===== src/rtl/home_auto_pkg.sv =====
// Shared definitions for the home-automation actuator path: controller
// state codes, the code-to-actuator mapping and the sequencer FSM encoding.
package home_auto_pkg;

  // Controller state codes
  localparam logic [2:0] IDLE    = 3'd0;
  localparam logic [2:0] FD      = 3'd1;
  localparam logic [2:0] RD      = 3'd2;
  localparam logic [2:0] FA      = 3'd3;
  localparam logic [2:0] W       = 3'd4;
  localparam logic [2:0] HEATER  = 3'd5;
  localparam logic [2:0] COOLER  = 3'd6;
  localparam logic [2:0] INVALID = 3'd7;

  // Sequencer FSM encoding
  localparam logic [1:0] S_OFF  = 2'd0;
  localparam logic [1:0] S_ON   = 2'd1;
  localparam logic [1:0] S_DEAD = 2'd2;

  // Actuator enable pattern for a state code: Idle and the invalid code
  // drive nothing, every other code drives bit (code-1).
  function automatic logic [5:0] code_to_onehot(input logic [2:0] code);
    logic [5:0] onehot;
    case (code)
      FD:      onehot = 6'b000001;
      RD:      onehot = 6'b000010;
      FA:      onehot = 6'b000100;
      W:       onehot = 6'b001000;
      HEATER:  onehot = 6'b010000;
      COOLER:  onehot = 6'b100000;
      default: onehot = 6'b000000;
    endcase
    return onehot;
  endfunction

endpackage


===== src/rtl/request_debouncer.sv =====
// Qualifies the controller's code/cmd pair: flags any inconsistency and only
// promotes a request to the target once it has been held STABLE_CYC cycles.
module request_debouncer
  import home_auto_pkg::*;
#(
  parameter int STABLE_CYC = 4
) (
  input  logic       clk,
  input  logic       rst,
  input  logic [2:0] code,
  input  logic [5:0] cmd,
  output logic [2:0] tgt,
  output logic       mismatch
);

  localparam int              ST_W    = $clog2(STABLE_CYC + 1);
  localparam logic [ST_W-1:0] ST_LAST = ST_W'(STABLE_CYC - 1);

  logic [2:0]      req;
  logic [2:0]      prev_req_q, prev_req_d;
  logic [2:0]      tgt_q, tgt_d;
  logic [ST_W-1:0] stab_cnt_q, stab_cnt_d;

  // Consistency check; an inconsistent cycle is tracked as the INVALID request
  // so the first good cycle after a fault always restarts the stability run.
  always_comb begin
    mismatch = (code == INVALID) || (cmd != code_to_onehot(code));
    req      = mismatch ? INVALID : code;
  end

  // Stability counter and target update.
  always_comb begin
    // NOTE: every output of a combinational block gets a default first, so no
    // path leaves a value unassigned and no latch is inferred.
    prev_req_d = req;
    stab_cnt_d = stab_cnt_q;
    tgt_d      = tgt_q;
    if (mismatch) begin
      stab_cnt_d = '0;
      tgt_d      = IDLE;
    end else begin
      if (req != prev_req_q) begin
        stab_cnt_d = '0;
      end else if (stab_cnt_q != ST_LAST) begin
        stab_cnt_d = stab_cnt_q + ST_W'(1);
      end
      // stab_cnt_d == ST_LAST means this is at least the STABLE_CYC-th
      // consecutive identical cycle; reloading a saturated run is harmless.
      if (stab_cnt_d == ST_LAST) begin
        tgt_d = req;
      end
    end
  end

  // Debounce state registers.
  always_ff @(posedge clk) begin
    // NOTE: state is written with non-blocking assignments so every flop
    // samples the pre-edge value, independent of statement order.
    if (rst) begin
      prev_req_q <= IDLE;
      stab_cnt_q <= '0;
      tgt_q      <= IDLE;
    end else begin
      prev_req_q <= prev_req_d;
      stab_cnt_q <= stab_cnt_d;
      tgt_q      <= tgt_d;
    end
  end

  assign tgt = tgt_q;

endmodule


===== src/rtl/actuator_sequencer.sv =====
// Drives the actuator power stage from the debounced target: one actuator at
// a time, a minimum on-time before switching, and an all-off dead time
// between two different actuators. Any command inconsistency drops all
// enables immediately and latches err until reset.
module actuator_sequencer
  import home_auto_pkg::*;
#(
  parameter int STABLE_CYC = 4,
  parameter int MIN_ON     = 8,
  parameter int DEAD_CYC   = 2
) (
  input  logic       clk,
  input  logic       rst,
  input  logic [2:0] code,
  input  logic [5:0] cmd,
  output logic [5:0] act_en,
  output logic [2:0] active_code,
  output logic       busy,
  output logic       err
);

  localparam int                ON_W      = $clog2(MIN_ON + 1);
  localparam int                DEAD_W    = $clog2(DEAD_CYC + 1);
  localparam logic [ON_W-1:0]   ON_MAX    = ON_W'(MIN_ON);
  localparam logic [DEAD_W-1:0] DEAD_LAST = DEAD_W'(DEAD_CYC - 1);

  logic [2:0]        tgt;
  logic              mismatch;
  logic [1:0]        state_q, state_d;
  logic [2:0]        active_code_q, active_code_d;
  logic [ON_W-1:0]   on_cnt_q, on_cnt_d;
  logic [DEAD_W-1:0] dead_cnt_q, dead_cnt_d;
  logic [5:0]        act_en_q, act_en_d;
  logic              busy_q, busy_d;
  logic              err_q, err_d;

  request_debouncer #(
    .STABLE_CYC(STABLE_CYC)
  ) u_request_debouncer (
    .clk     (clk),
    .rst     (rst),
    .code    (code),
    .cmd     (cmd),
    .tgt     (tgt),
    .mismatch(mismatch)
  );

  // Sequencer FSM with fault override; outputs are computed from the next
  // state so they can be registered without adding latency.
  always_comb begin
    state_d       = state_q;
    active_code_d = active_code_q;
    on_cnt_d      = on_cnt_q;
    dead_cnt_d    = dead_cnt_q;

    case (state_q)
      S_OFF: begin
        active_code_d = IDLE;
        if (tgt != IDLE) begin
          state_d       = S_ON;
          active_code_d = tgt;
          on_cnt_d      = '0;
        end
      end
      S_ON: begin
        // A target that changes and returns before MIN_ON is simply ignored.
        if (on_cnt_q != ON_MAX) begin
          on_cnt_d = on_cnt_q + ON_W'(1);
        end else if (tgt == IDLE) begin
          state_d       = S_OFF;
          active_code_d = IDLE;
        end else if (tgt != active_code_q) begin
          state_d       = S_DEAD;
          active_code_d = IDLE;
          dead_cnt_d    = '0;
        end
      end
      S_DEAD: begin
        active_code_d = IDLE;
        if (dead_cnt_q != DEAD_LAST) begin
          dead_cnt_d = dead_cnt_q + DEAD_W'(1);
        end else if (tgt == IDLE) begin
          state_d = S_OFF;
        end else begin
          state_d       = S_ON;
          active_code_d = tgt;
          on_cnt_d      = '0;
        end
      end
      default: begin
        state_d       = S_OFF;
        active_code_d = IDLE;
      end
    endcase

    // A mismatch wins over every transition, including MIN_ON and DEAD.
    if (mismatch) begin
      state_d       = S_OFF;
      active_code_d = IDLE;
      on_cnt_d      = '0;
      dead_cnt_d    = '0;
    end

    act_en_d = code_to_onehot(active_code_d);
    busy_d   = (state_d == S_DEAD) || ((state_d == S_ON) && (on_cnt_d != ON_MAX));
    err_d    = err_q | mismatch;
  end

  // FSM, counters and registered outputs.
  always_ff @(posedge clk) begin
    if (rst) begin
      state_q       <= S_OFF;
      active_code_q <= IDLE;
      on_cnt_q      <= '0;
      dead_cnt_q    <= '0;
      act_en_q      <= '0;
      busy_q        <= 1'b0;
      err_q         <= 1'b0;
    end else begin
      state_q       <= state_d;
      active_code_q <= active_code_d;
      on_cnt_q      <= on_cnt_d;
      dead_cnt_q    <= dead_cnt_d;
      act_en_q      <= act_en_d;
      busy_q        <= busy_d;
      err_q         <= err_d;
    end
  end

  assign act_en      = act_en_q;
  assign active_code = active_code_q;
  assign busy        = busy_q;
  assign err         = err_q;

endmodule


===== config.mk =====
export PLATFORM = sky130hd
export DESIGN_NAME = actuator_sequencer
export DESIGN_NICKNAME = d
export VERILOG_FILES = /design/src/rtl/home_auto_pkg.sv /design/src/rtl/request_debouncer.sv /design/src/rtl/actuator_sequencer.sv
export SDC_FILE = /design/constraint.sdc
export NUM_CORES = 1
export LEC_CHECK = 0
export CORE_UTILIZATION = 50
export CTS_BUF_LIST = sky130_fd_sc_hd__clkbuf_4 sky130_fd_sc_hd__clkbuf_8
export DETAILED_ROUTE_END_ITERATION = 8
export PLACE_DENSITY = 0.83
export SETUP_SLACK_MARGIN = 0.4
export SLEW_MARGIN = 10
export SYNTH_ARGS = -nofsm -noshare
export SYNTH_HDL_FRONTEND = slang
export SYNTH_SLANG_ARGS = --single-unit

===== constraint.sdc =====
create_clock -name clk -period 1.74 [get_ports clk]
set_input_delay 0.261 -clock clk [delete_from_list [all_inputs] [get_ports clk]]
set_output_delay 0.261 -clock clk [all_outputs]
set_load 0.01 [all_outputs]

==> results of run 1 <==
final cells by class:
cell class | instances | area (um2)
clock buffer | 4 | 30.0
sequential | 28 | 591
inverter | 8 | 30.0
timing repair buffer | 79 | 672
fill | 118 | 259
tap | 44 | 55.1
multi-input combinational | 140 | 1420
cell usage after synthesis (all sizes together) (4+ instances only):
cell	count	area [um2]
a211oi	4	35.0
a21oi	8	43.8
a31oi	4	31.3
buf	4	31.3
dfxtp	28	561
ha	4	50.1
inv	8	30.0
nand2	15	56.3
nand2b	7	43.8
nor2	26	97.6
nor2b	5	33.8
nor3	6	41.3
nor3b	4	40.0
registers in the layout, summed over array words and instances, names as in the netlist:
signal and cells:
act_en 6, active_code 3, busy 1, dead_cnt_q 2, err 1, on_cnt_q 4, state_q 2, u_request_debouncer.prev_req_q 3
u_request_debouncer.stab_cnt_q 3, u_request_debouncer.tgt 3
placed cells by master (no fill, tap or decap), types with 3 or more instances in the layout:
| cell | netlist | final |
|---|---|---|
| dfxtp_1 | 28 | 14 |
| nor2_1 | 26 | 19 |
| inv_2 | 0 | 3 |
| inv_1 | 8 | 5 |
| nor2_2 | 0 | 3 |
| dlygate4sd2_1 | 0 | 8 |
| nor3_2 | 0 | 3 |
| dfxtp_2 | 0 | 9 |
| buf_2 | 1 | 3 |
| o31a_1 | 3 | 3 |
| nand2b_1 | 7 | 5 |
| buf_6 | 1 | 13 |
| buf_8 | 0 | 3 |
| a21oi_4 | 0 | 3 |
| buf_4 | 2 | 47 |
| mux2i_1 | 3 | 3 |
| nor2_4 | 0 | 4 |
| dfxtp_4 | 0 | 5 |
| a21oi_2 | 1 | 3 |
| nand2_1 | 15 | 13 |
| clkbuf_4 | 0 | 4 |
through the flow:
step / util / hold slack (ns)
6_report: 0.915 / 0.350
5_1_grt: 0.915 / 0.359
4_1_cts: 0.823 / 0.327
3_5_place_dp: 0.695 / 0.479
3_3_place_gp: 0.695 / 0.462
2_1_floorplan: - / 0.328
power breakdown:
group	switching (mW)	leakage (nW)	internal [mW]
Combinational	0.114	0.865	0.105
Sequential	0.00794	0.236	0.639
Clock	0.203	0.0184	0.106
Total	0.324	1.12	0.850
worst min-delay path: stages:
cell,delay [ns]
buf_6,0.09
buf_4,0.18
nor2_4,0.04
nor2_1,0.08
metal layers:
metal  share of wire  global-route usage  vias to the layer above
met5               0                   0                        -
met4           0.073               0.146                        0
met3           0.059              0.0484                       60
met2            0.50               0.597                      123
met1            0.36               0.364                      929
li1                -                   -                      821
what timing repair did:
| action | 4_1_cts | 5_1_grt |
|---|---|---|
| cloned | 0 | 0 |
| gates resized for setup | 114 | 49 |
| setup endpoints to repair | 39 | 31 |
| pin swaps | 28 | 23 |
| buffers inserted | 13 | 14 |
worst max path at each step:
stage          slack (ns)         to
2_1_floorplan        0.04  act_en[5]
3_3_place_gp        -0.50  act_en[5]
3_5_place_dp        -0.62  act_en[5]
4_1_cts              0.02  act_en[5]
5_1_grt             -0.18       busy
6_report            -0.06  act_en[1]
cell families (layout without fill, tap and decap cells):
group	Yosys count	after routing	share of synthesized area
xor gates and xnor gates	5	5	0.0271
DFF	28	28	0.346
buffers and inverters	14	91	0.0425
muxes	3	3	0.0185
and+or+nand+nor	82	82	0.284
adders and majority gates	4	4	0.0309
AOI/OAI and AO/OA	46	46	0.250
==> out/summary.txt, run 1 <==
R2R cell count -> 7
RSZ-0062 raised after global routing -> yes
Min-Delay Path Class -> in -> reg
Mapped Nets -> 197
Number of CTS-inserted buffers -> 3
Pin count of the biggest net entering global routing -> 16
Clock root buffer -> clkbuf_4
Maximum clock path buffer count -> 2
Via count -> 1,933
Seq/Total Area, Yosys -> 0.346
WHS Path Cells -> 4
Port bufs -> 21
Total track usage -> 0.324
Sink Count -> 28
Die Wd -> 58.9 um
Fmax -> 555 MHz
Clock slew at reported path FFs -> 0.14 ns
Crit-path leading delay family -> compound AO/OA/AOI/OAI gates
Post-synthesis cell type count -> 61
Initial core utilization -> 0.530
Die area -> 3470 um2
Number of nets with antenna violations after routing -> 0
Drt first-iter violations -> 152
FFs w/ async S/R, synth -> 0
Worst-path fanout max -> 4
Critical path type -> reg -> reg
Pre-CTS setup slack -> -0.617 ns
Cell Chain, Critical Path -> o21ba_4 > o2111ai_4 > a211oi_2 > o2111ai_2 > buf_4 > inv_1 > a311oi_2
Row count -> 20
Critical Path AT -> 2.05 ns
Clock Skew -> 0.0175 ns
Worst Hold Path EP -> u_request_debouncer.prev_req_q[0]
Reg-to-reg slack, setup -> -0.06 ns
Lkg Pwr -> 1.12 nW
Placed instance area -> 2120 um2
Final Hold Fails -> 0
H-tree levels -> 1
Crit path launch type -> flip-flop
DR WL/cell -> 22.1 um
Setup ws final -> -0.0621 ns
DP Wirelength -> 3100 um
CTS tree -> built
1st-pass router iterations -> 6
Max-Cap Viols -> 0
Clock latency on the worst-skew pair -> 0.35 ns
Antenna violations before repair -> 1
Pwr Total -> 1.17 mW
IO Pins -> 22
WL final -> 6710 um
Routability Congestion -> 0.918
Finished Cell Area -> 2790 um2
P&R area growth vs syn -> 72.6%
Slowest CP cell -> dfxtp_4
Fin nets -> 275
FF-to-FF Start -> u_request_debouncer.tgt[0]
GRT overflow -> 0
Failing checks -> negative setup slack
Slowest cell delay on critical path -> 0.40 ns
Global-route wire length before repair -> 8520 um
Fraction of layout cells with a size suffix above 1 -> 0.614
Worst path depth -> 7
Synthesized cell area -> 1620 um2
Setup TNS -> -0.187 ns
Main synth FF type -> dfxtp_1
Tmin final -> 1.80 ns
Worst path buffer plus inverter count -> 2
Yosys reg bits -> 28
Slew at the pin closest to its max-slew limit -> 0.366 ns
Core area -> 3050 um2
Via-to-Cell Ratio -> 6.38
Worst EP required -> 1.99 ns
Outcome -> complete, but fails checks
Post-synth EDFFs -> 0
CTS Hold Bufs -> 0
Reg2reg end -> act_en[1]
Pins Over Slew Limit -> 0
PD cells -> 420 nW/um2
Fin cells -> 303
Maximum vdd drop -> 378 uV
Hold_sp -> code[0]
Worst slew margin -> 0.755
Ys Warns -> 0
Final worst-path cycle share -> 1.04
Dpl cells -> 272
DRC -> 0
Crit path launch -> u_request_debouncer.tgt[0]
Mean Syn Cell Area -> 8.90 um2
Post-Syn Instances -> 182
CP endpoint kind -> flip-flop
Setup violations, final -> 6
Number of global-route vias before repair -> 1,789
Die Y -> 58.9 um
Number of diodes -> 0
Note: power is estimated with default switching activity, not from simulation.
==> run 2: changes to the inputs <==
--- a/config.mk
+++ b/config.mk
@@ -5,6 +5,7 @@
 export SDC_FILE = /design/constraint.sdc
 export NUM_CORES = 1
 export LEC_CHECK = 0
+export CORE_ASPECT_RATIO = 1.75
 export CORE_UTILIZATION = 50
 export CTS_BUF_LIST = sky130_fd_sc_hd__clkbuf_4 sky130_fd_sc_hd__clkbuf_8
 export DETAILED_ROUTE_END_ITERATION = 8
==> run 2 against run 1 <==
Against the previous run: the flow still finishes with violations (negative setup slack); global-route usage rose by 1.7 points; via count is 4.6% higher; clock-buffer cell count down 1; power up 18%; design area up 4.4%; largest cell class unchanged.
==> out/summary.txt, run 2 (synthesis results as in run 1) <==
Outcome -> complete, but fails checks
Failing checks -> negative setup slack
Reg2reg end -> act_en[2]
Maximum vdd drop -> 607 uV
Global-route wire length before repair -> 8760 um
Crit path launch type -> flip-flop
Most common cell after layout, fill and taps aside -> buf_4
Core area -> 3110 um2
Die area -> 3480 um2
Number of global-route vias before repair -> 1,835
Min-Delay Path Class -> in -> reg
WL final -> 7880 um
Port bufs -> 21
Placed instance area -> 2100 um2
Lkg Pwr -> 1.16 nW
Reg-to-reg slack, setup -> -0.28 ns
Max-Cap Viols -> 0
Fraction of layout cells with a size suffix above 1 -> 0.618
CTS Hold Bufs -> 0
Pin count of the biggest net entering global routing -> 17
Critical Path AT -> 2.23 ns
Pins Over Slew Limit -> 0
Routability Congestion -> 0.909
Die Y -> 77.3 um
GRT overflow -> 0
FF-to-FF Start -> u_request_debouncer.tgt[1]
Die Wd -> 45.0 um
Fin cells -> 302
Worst-path fanout max -> 4
Clock latency on the worst-skew pair -> 0.28 ns
Clock slew at reported path FFs -> 0.10 ns
Number of CTS-inserted buffers -> 3
Slew at the pin closest to its max-slew limit -> 0.543 ns
Drt first-iter violations -> 165
R2R cell count -> 7
Storage cell area -> 591 um2
Clock root buffer -> clkbuf_8
Dpl cells -> 268
Total track usage -> 0.341
CTS tree -> built
Row count -> 27
Number of nets with antenna violations after routing -> 0
Setup ws final -> -0.281 ns
Sink Count -> 28
Critical path type -> reg -> reg
Via-to-Cell Ratio -> 6.69
Tmin final -> 2.02 ns
Initial core utilization -> 0.521
Finished Cell Area -> 2920 um2
DP Wirelength -> 3260 um
P&R area growth vs syn -> 80.2%
1st-pass router iterations -> 4
Multi-input logic area -> 1480 um2
Commonest non-fill, non-tap cells in the layout -> 41 x buf_4, 21 x nor2_1, 18 x buf_6, 14 x dfxtp_1, 12 x nand2_1
Crit path launch -> u_request_debouncer.tgt[1]
DR WL/cell -> 26.1 um
Final worst-path cycle share -> 1.16
Fmax -> 495 MHz
Via count -> 2,021
IO Pins -> 22
Number of diodes -> 0
Clock Skew -> 0.00597 ns
Fillcell total -> 105
CP endpoint kind -> flip-flop
DRC -> 0
Final Hold Fails -> 0
Max reg flops -> 6
Worst EP required -> 1.94 ns
Setup violations, final -> 10
PD cells -> 475 nW/um2
Antenna violations before repair -> 0
Fin nets -> 275
H-tree levels -> 1
CP Capture Point -> act_en[2]
Worst slew margin -> 0.636
RSZ-0062 raised after global routing -> yes
Maximum clock path buffer count -> 2
[run 2: where the power goes]
group | total, mW | switching [mW] | internal (mW)
combinational | 0.220 | 0.123 | 0.0972
clock | 0.519 | 0.211 | 0.308
sequential | 0.645 | 0.00751 | 0.638
[run 2: area by class of cell]
type	instances	share of cell area
flip-flops and latches	28	0.202
repair buffers	79	0.236
clock buffers	3	0.0142
multi-input cells	140	0.507
well taps	43	0.0184
clock inverters	1	0.0103
inverters	8	0.0120
[run 2: what timing repair did]
action	4_1_cts	5_1_grt
pin swaps	27	26
buffers inserted	16	14
resized for setup	105	69
endpoints found under the setup margin	39	29
[run 2: metrics by stage]
| step | power (mW) | setup slack (ns) | util | TNS, ns | hold WS (ns) |
|---|---|---|---|---|---|
| floorplan | 0.734 | 0.0440 | - | 0 | 0.328 |
| global placement | 0.793 | -0.535 | 0.675 | -11.23 | 0.462 |
| detailed placement | 0.798 | -0.661 | 0.675 | -13.06 | 0.465 |
| CTS | 1.33 | -0.0298 | 0.818 | -0.0298 | 0.387 |
| global route | 1.42 | -0.348 | 0.939 | -2.05 | 0.427 |
| finish | 1.38 | -0.281 | 0.939 | -1.52 | 0.442 |
[run 2: worst max-delay path, stage by stage, from the launching register on]
cell and delay [ns]:
dfxtp_4 0.38, xnor2_2 0.25, o2111ai_4 0.19, a211oi_4 0.45, o2111ai_4 0.18, buf_4 0.20
buf_6 0.12, nor3_1 0.17
[run 2: worst min-delay path by stage]
stage                                          start                                end  cells past startpoint
after floorplan                                  rst                                err                      1
after global placement    u_request_debouncer.tgt[2]         u_request_debouncer.tgt[2]                      2
after detailed placement                         err                                err                      2
after CTS                                    code[0]  u_request_debouncer.prev_req_q[0]                      4
after global routing                         code[0]  u_request_debouncer.prev_req_q[0]                      4
final                                        code[0]  u_request_debouncer.prev_req_q[0]                      4
[run 2: layer usage]
| layer | up-vias | global-route usage | routed length (um) |
|---|---|---|---|
| met4 | 0 | 0.179 | 775 |
| met2 | 158 | 0.628 | 4110 |
| met5 | - | 0 | 0 |
| met1 | 958 | 0.327 | 2380 |
| met3 | 86 | 0.0682 | 609 |
| li1 | 819 | - | - |
